===== src/rtl/deserializer_fsm.sv =====
// -----------------------------------------------------------------------------
// deserializer_fsm
//
// Serial-to-parallel stage. Collects a single-bit stream, LSB first, into
// LENGTH-bit words and presents each word on a valid/ready output. The shift
// register and the output register are separate, so the next word can shift
// in while the previous one waits for the consumer.
//
// Optional feature macro: DESERIALIZER_TIMEOUT_EN
//   Defined   : a partial word idle for TIMEOUT enabled cycles is discarded,
//               and o_timeout pulses for one cycle.
//   Undefined : no timer logic; o_timeout is tied to 0.
//
// Parameters
//   LENGTH   word width in bits (>= 2)
//   TIMEOUT  idle-cycle limit for a partial word (>= 1, timeout build only)
//
// Ports
//   i_clk         clock, rising edge
//   i_rst_n       asynchronous active-low reset
//   i_en          clock enable; low freezes all state and drops o_ready
//   i_din         serial data bit
//   i_din_valid   i_din carries a bit this cycle
//   o_ready       stage accepts a bit this cycle (combinational)
//   ov_dout       assembled word, bit 0 = first bit received
//   o_dout_valid  ov_dout holds an unconsumed word
//   i_ready       consumer takes ov_dout when high with o_dout_valid
//   o_timeout     one-cycle pulse when a partial word is discarded
// -----------------------------------------------------------------------------
module deserializer_fsm #(
  parameter int LENGTH  = 24,
  parameter int TIMEOUT = 32
) (
  input  logic              i_clk,
  input  logic              i_rst_n,
  input  logic              i_en,
  input  logic              i_din,
  input  logic              i_din_valid,
  output logic              o_ready,
  output logic [LENGTH-1:0] ov_dout,
  output logic              o_dout_valid,
  input  logic              i_ready,
  output logic              o_timeout
);

  localparam int CW = $clog2(LENGTH + 1);

  if (LENGTH < 2 || TIMEOUT < 1) begin : g_bad_params
    $error("deserializer_fsm: LENGTH must be >= 2 and TIMEOUT >= 1");
  end

  typedef enum logic [1:0] {
    IDLE  = 2'd0,
    SHIFT = 2'd1,
    STALL = 2'd2
  } state_t;

  state_t            state, state_nxt;
  logic [CW-1:0]     count, count_nxt;
  logic [LENGTH-1:0] shift_reg, shift_nxt;
  logic [LENGTH-1:0] dout_nxt;
  logic              dout_valid_nxt;
  logic [LENGTH-1:0] shifted;
  logic              accept;
  logic              drain;
  logic              last_bit;
  logic              discard;

  assign o_ready  = i_rst_n & i_en & (state != STALL);
  assign accept   = i_en & i_din_valid & o_ready;
  assign drain    = i_en & o_dout_valid & i_ready;
  assign shifted  = {i_din, shift_reg[LENGTH-1:1]};
  assign last_bit = accept && (count == CW'(LENGTH - 1));

`ifdef DESERIALIZER_TIMEOUT_EN
  localparam int TW = $clog2(TIMEOUT + 1);

  logic [TW-1:0] timer, timer_nxt;

  // The timer only runs while a partial word sits in SHIFT without a new bit;
  // any accept, or leaving SHIFT, restarts it from zero.
  always_comb begin
    timer_nxt = '0;
    discard   = 1'b0;
    if (state == SHIFT && !accept) begin
      if (timer == TW'(TIMEOUT - 1)) begin
        discard = 1'b1;
      end else begin
        timer_nxt = timer + 1'b1;
      end
    end
  end

  always_ff @(posedge i_clk or negedge i_rst_n) begin
    if (!i_rst_n) begin
      timer     <= '0;
      o_timeout <= 1'b0;
    end else if (i_en) begin
      timer     <= timer_nxt;
      o_timeout <= discard;
    end
  end
`else
  assign discard   = 1'b0;
  assign o_timeout = 1'b0;
`endif

  // Next-state, shift and output-register logic
  always_comb begin
    state_nxt      = state;
    count_nxt      = count;
    shift_nxt      = shift_reg;
    dout_nxt       = ov_dout;
    dout_valid_nxt = o_dout_valid;

    // A drain empties the output register unless a load below refills it.
    if (drain) begin
      dout_valid_nxt = 1'b0;
    end

    if (accept) begin
      shift_nxt = shifted;
      count_nxt = count + 1'b1;
    end

    case (state)
      IDLE: begin
        if (accept) begin
          state_nxt = SHIFT;
        end
      end

      SHIFT: begin
        if (discard) begin
          count_nxt = '0;
          shift_nxt = '0;
          state_nxt = IDLE;
        end else if (last_bit) begin
          // A word completing in the same cycle as a drain replaces the old
          // word directly, so the output stays valid with no stall.
          if (!o_dout_valid || drain) begin
            dout_nxt       = shifted;
            dout_valid_nxt = 1'b1;
            count_nxt      = '0;
            state_nxt      = IDLE;
          end else begin
            state_nxt = STALL;
          end
        end
      end

      STALL: begin
        if (drain) begin
          dout_nxt       = shift_reg;
          dout_valid_nxt = 1'b1;
          count_nxt      = '0;
          state_nxt      = IDLE;
        end
      end

      default: begin
        state_nxt = IDLE;
        count_nxt = '0;
      end
    endcase
  end

  always_ff @(posedge i_clk or negedge i_rst_n) begin
    if (!i_rst_n) begin
      state        <= IDLE;
      count        <= '0;
      shift_reg    <= '0;
      ov_dout      <= '0;
      o_dout_valid <= 1'b0;
    end else if (i_en) begin
      state        <= state_nxt;
      count        <= count_nxt;
      shift_reg    <= shift_nxt;
      ov_dout      <= dout_nxt;
      o_dout_valid <= dout_valid_nxt;
    end
  end

endmodule


===== config.mk =====
export PLATFORM = sky130hd
export DESIGN_NAME = deserializer_fsm
export DESIGN_NICKNAME = d
export VERILOG_FILES = /design/src/rtl/deserializer_fsm.sv
export SDC_FILE = /design/constraint.sdc
export NUM_CORES = 1
export LEC_CHECK = 0
export ABC_CLOCK_PERIOD_IN_PS = 4340
export CORE_ASPECT_RATIO = 1.75
export CORE_MARGIN = 5
export CORE_UTILIZATION = 60
export CTS_CLUSTER_SIZE = 12
export DETAILED_ROUTE_END_ITERATION = 16
export PLACE_DENSITY_LB_ADDON = 0.12
export SLEW_MARGIN = 20
export SYNTH_ARGS = -nofsm -noshare
export SYNTH_HDL_FRONTEND = slang
export SYNTH_SLANG_ARGS = --single-unit

===== constraint.sdc =====
create_clock -name i_clk -period 4.34 [get_ports i_clk]
set_clock_uncertainty 0.05 [all_clocks]
set_input_delay 0.434 -clock i_clk [delete_from_list [all_inputs] [get_ports i_clk]]
set_output_delay 0.434 -clock i_clk [all_outputs]
set_load 0.1 [all_outputs]

---- Word level (Yosys, flattened, before mapping) ----
Index checks and enable logic that the tools add are counted.
operators by class
  shifts and indexed selects .............. 0
  magnitude comparators ................... 0
  div/mod/pow operators ................... 0
  eq/ne operators ......................... 8
  multiply operators ...................... 0
  add/sub/neg operators ................... 1
  bitwise logic cells ..................... 6
  muxes and demuxes ....................... 19
  reduce and logical (&&, ||, !) cells .... 8
operators by type and width
  operator             count
  $mux 24              3
  $pmux 24 s2          1
  $mux 5               4
  $pmux 5 s3           1
  $ne 2x2->1 const B   5
  $mux 2               4
  $and 1x1->1          6
  $pmux 2 s3           1
  $add 5x1->5 const B  1
  $eq 5x5->1 const B   1
  $reduce_and 5->1     1
  $mux 1               4
  $reduce_and 4->1     1
  $eq 2x1->1 const B   1
  $eq 2x2->1 const B   1
  $logic_not 2->1      1
  $pmux 1 s2           1
  $reduce_and 2->1     1
  $reduce_bool 2->1    1
  $logic_and 1x1->1    1
  $logic_not 1->1      1
  $logic_or 1x1->1     1
word-level totals
  bits in read-only memories .............. 0
  input port bits ......................... 6
  register bits ........................... 56
  memory bits (writable) .................. 0
  latch bits .............................. 0
  output and inout port bits .............. 27
  memories ................................ 0
  logic and storage cells ................. 47

---- Longest topological paths before layout ----
  depth after elaboration ................. 7
  mapped depth ............................ 8

---- Least setup slack after synthesis ----
Ideal clock, no wire load.
  path kind ............................... register -> register
  from .................................... register o_dout_valid
  to ...................................... register ov_dout[0]
  arrival time ............................ 2103 ps
  buffers on the path ..................... 1
  path slack .............................. 2061 ps
  stages on the path, launching flop included .. 6
  clock period less this slack ............ 2279 ps
  path through ............................ dfrtp_1 > a21boi_1 > o41ai_4 > nand3_4 > buf_6 > mux2_4
between the ends
  cells in the longest elaborated chain, start to end .. 5
  elaborated cells between the ends (all ways) .. 7
  classes of those cells .................. eq/ne (2); bitwise (2); reduce/logical (3)
ends and longest elaborated chain
  element                       RTL line  RTL
  start, declared               41        output logic o_dout_valid,
  start signal, assigned        180       o_dout_valid <= dout_valid_nxt;
  $and 1x1->1 (2 in a row)      71        assign drain = i_en & o_dout_valid & i_ready;
  $logic_or 1x1->1              141       if (!o_dout_valid || drain) begin
  $ne 2x2->1 (no line)          --
  $reduce_and 5->1 (no line) *  --
  end signal, assigned          179       ov_dout <= dout_nxt;
  end, declared                 40        output logic [LENGTH-1:0] ov_dout,
Mark *: on every way between the ends. The rest lies on a longest branch, timed or not.
A chain may end at the register's enable or synchronous reset.

---- Worst setup path after layout ----
  from .................................... input i_en
  to ...................................... output o_ready
between the ends
  cells in the longest elaborated chain, start to end .. 2
ends and longest elaborated chain
  element                   RTL line  RTL
  start, declared           36        input logic i_en,
  $and 1x1->1 (2 in a row)  69        assign o_ready = i_rst_n & i_en & (state != STALL);
  end, declared             39        output logic o_ready,
No other way between the ends.

==> impl_results.md <==
* Gr busiest metal: met2
* WHS at 276 ps
* Final setup vio count at 0
* Max Freq at ~340 MHz
* CTS sink cnt at between 50 and 60
* Max-cap violation count at 0
* Crit path max fanout at 9
* Diodes inserted at 0
* Commonest non-fill, non-tap cell in the layout: nand2_1
* # hold bufs at CTS at 0
* Max transition margin at about a third
* Clock network fraction of total power at about a fifth
* Detail Route Antenna Nets at 0
* Initial Util at approximately three fifths
* Layout cell share with drive strength beyond 1 at 22.8%
* Wirelength per Cell at around 15 um
* Total GRT Usage at 19.1%
* Fin. Hold Viols at 0
* R2r startpoint: state[0]
* WL final at around 5 mm
* Yosys warns at 0
* Die area at 0.00621 mm2
* Comb power frac at between 30% and 40%
* CP delay by family, top: buffers and inverters
* Outcome: finished clean
* Clock Tree Buf Depth at 2
* Rows at 33
* Setup Crit Path Kind: in2out
* Syn Inst Count at about 250
* Switch share at 40.7%
* Hold/Removal Path Class: in2async
* Unrepaired setup endpoints after global routing: no
* WP data required at between 3000 and 4000 ps
* Sequential power share at between 30% and 40%
* Setup_tns at 0 ps
* Layout Nets at between 200 and 300
* Top cells by area, synth: dfrtp_1 (50%), mux2_2 (11%), mux2_4 (11%)
* RePlAce Congestion at a little under 0.8
* Initial antenna violation count at 0
* IO Pins at 33
* VDD IR max at roughly 0.51 mV
* Final HPWL from detailed placement at around 3.3 mm
* Vias per std cell at 5.70
* CP Depth at 4
* Slowest CP cell: clkdlybuf4s50_1
* First-pass GRT wire length at 9.07 mm
* Area leader, netlist: dfrtp_1
* Area Overhead vs Synth at 15.7%
* Cell repeated most along the worst path: clkdlybuf4s50_1
* CP max stage delay at around 1100 ps
* Leakage at 0.00164 uW
* Critical path, cell by cell: clkdlybuf4s50_1, nand3b_4, inv_1, clkdlybuf4s50_1
* Unique cell type count in the Yosys netlist at 37
* Post-CTS setup buffers at 0
* Most frequent cells in the layout: nand2_1 (77), dfrtp_1 (56), clkdlybuf4s50_1 (30)
* Flop-to-flop setup slack at ~1900 ps
* CP Launch Type: input port
* Die X-Extent at 61.7 um
* Clk slew on worst S/H paths at 100 ps
* CTS resizes at 0
* 1st-iter DRT viols at between 70 and 80
* Clock Latency Late Sink at 300 ps
* First-pass DRT Iterations at 4
* Root Driver: clkbuf_8
* Vias in the first global route at approximately 2000
* Pin count of the biggest net entering global routing at 58
* Htree depth at 2
* Synth Area per Inst at 11.2 um2
* Register bit count reported by yosys at between 50 and 60
* Max-slew violation total from the final report at 0
* Die span in y at 101 um
* CP bufs+invs at 3
* Critical Path AT at approximately 2500 ps
* Min Tclk post-route at 2960 ps
* Reg2Reg Depth at 6
* Met2 Use GR at approximately 29%
* Seq/Total Area, Yosys at between 40% and 50%
* CP endpoint kind: output pin
* Area of the core at 0.00462 mm2
* PD cells at between 500 and 600 mW/mm2
* Num CTS Buffers at 5
* Vias post-DR at approximately 1900
* Worst r2r dst: ov_dout[2]
* CTS tree: built
* Slew @ Worst Pin at between 900 and 1000 ps
* I/O Buffers at 31
* Int Pwr at ~980 uW
* Sw Pwr at about 670 uW
* DRC violations left at 0
* Met3 usage at under 10%
* GRT Residual Overflow at 0
* Synthesized area at around 0.0028 mm2
* Mapped Nets at approximately 260
* Area share of the leading cell type in the synthesized netlist at 49.9%
* GRT met1 Usage at 26.4%
* Crit share post-route at between 60% and 70%
==> cells in the mapped netlist (all sizes together) <==
| master | n |
|---|---|
| dfrtp | 56 |
| o221ai | 3 |
| a21boi | 1 |
| inv | 11 |
| nand4b | 1 |
| mux2 | 48 |
| o31a | 3 |
| nor4 | 1 |
| a211o | 1 |
| nor3b | 1 |
| nor3 | 2 |
| nand3b | 3 |
| nand2b | 1 |
| clkbuf | 6 |
| o2111ai | 2 |
| o311ai | 1 |
| a22oi | 1 |
| nor2 | 2 |
| o21a | 1 |
| and4b | 1 |
| nand3 | 3 |
| conb | 1 |
| o21ai | 3 |
| o22ai | 1 |
| nand2 | 77 |
| ha | 5 |
| buf | 7 |
| o211ai | 2 |
| o41ai | 1 |
| mux2i | 1 |
| a21oi | 4 |
==> worst register-to-register path: stages (launching register included) <==
cell     delay [ps]
dfrtp_1         380
inv_1            90
ha_1            240
buf_4           260
a21oi_1         400
nand3_4         460
mux2_4          460
==> cell families after synthesis <==
logic type,after synthesis,share of synthesized area [%]
simple gates,92,14.5
flops,56,49.9
mux,49,22.3
compound gates,24,6.90
buf+inv,24,4.10
fa+ha+maj,5,2.23
other cells,1,0.133
==> cell type report <==
| cell class | count | area (um2) |
|---|---|---|
| clock buffers | 5 | 68.8 |
| clock inverters | 3 | 46.3 |
| fillers | 355 | 1370 |
| inverters | 11 | 41.3 |
| multi-input cells | 171 | 1290 |
| flip-flops and latches | 56 | 1400 |
| well taps | 52 | 65.1 |
| repair buffers | 35 | 335 |
==> metrics by stage <==
step	total power, uW	utilization [%]	cells	setup slack (ps)	instance area [um2]
after detailed placement	1310	67.8	325	1380	3140
after global placement	1310	67.8	325	1410	3140
final	1650	70.3	333	1380	3250
after global routing	1730	70.3	333	1310	3250
after floorplan	1170	-	251	2060	2810
after CTS	1660	70.3	333	1370	3250
==> power by group through the flow <==
stage                     combinational (uW)  sequential (uW)  clock [uW]
after floorplan                          248              925           0
after global placement                   646              660           0
after detailed placement                 653              659           0
after CTS                                652              652         357
after global routing                     683              665         379
final                                    646              652         347
==> routing by layer <==
| metal | part of all wire [%] | vias up |
|---|---|---|
| li1 | - | 910 |
| met1 | 45 | 939 |
| met2 | 50 | 41 |
| met3 | 3.0 | 8 |
| met4 | 2.2 | 0 |
| met5 | 0 | - |
==> how the worst max path moves through the flow <==
stage                            start          to  slack [ps]
after floorplan           o_dout_valid  ov_dout[0]        2060
after global placement            i_en     o_ready        1410
after detailed placement          i_en     o_ready        1380
after CTS                         i_en     o_ready        1370
after global routing              i_en     o_ready        1310
final                             i_en     o_ready        1380
(Power assumes the default switching activity.)
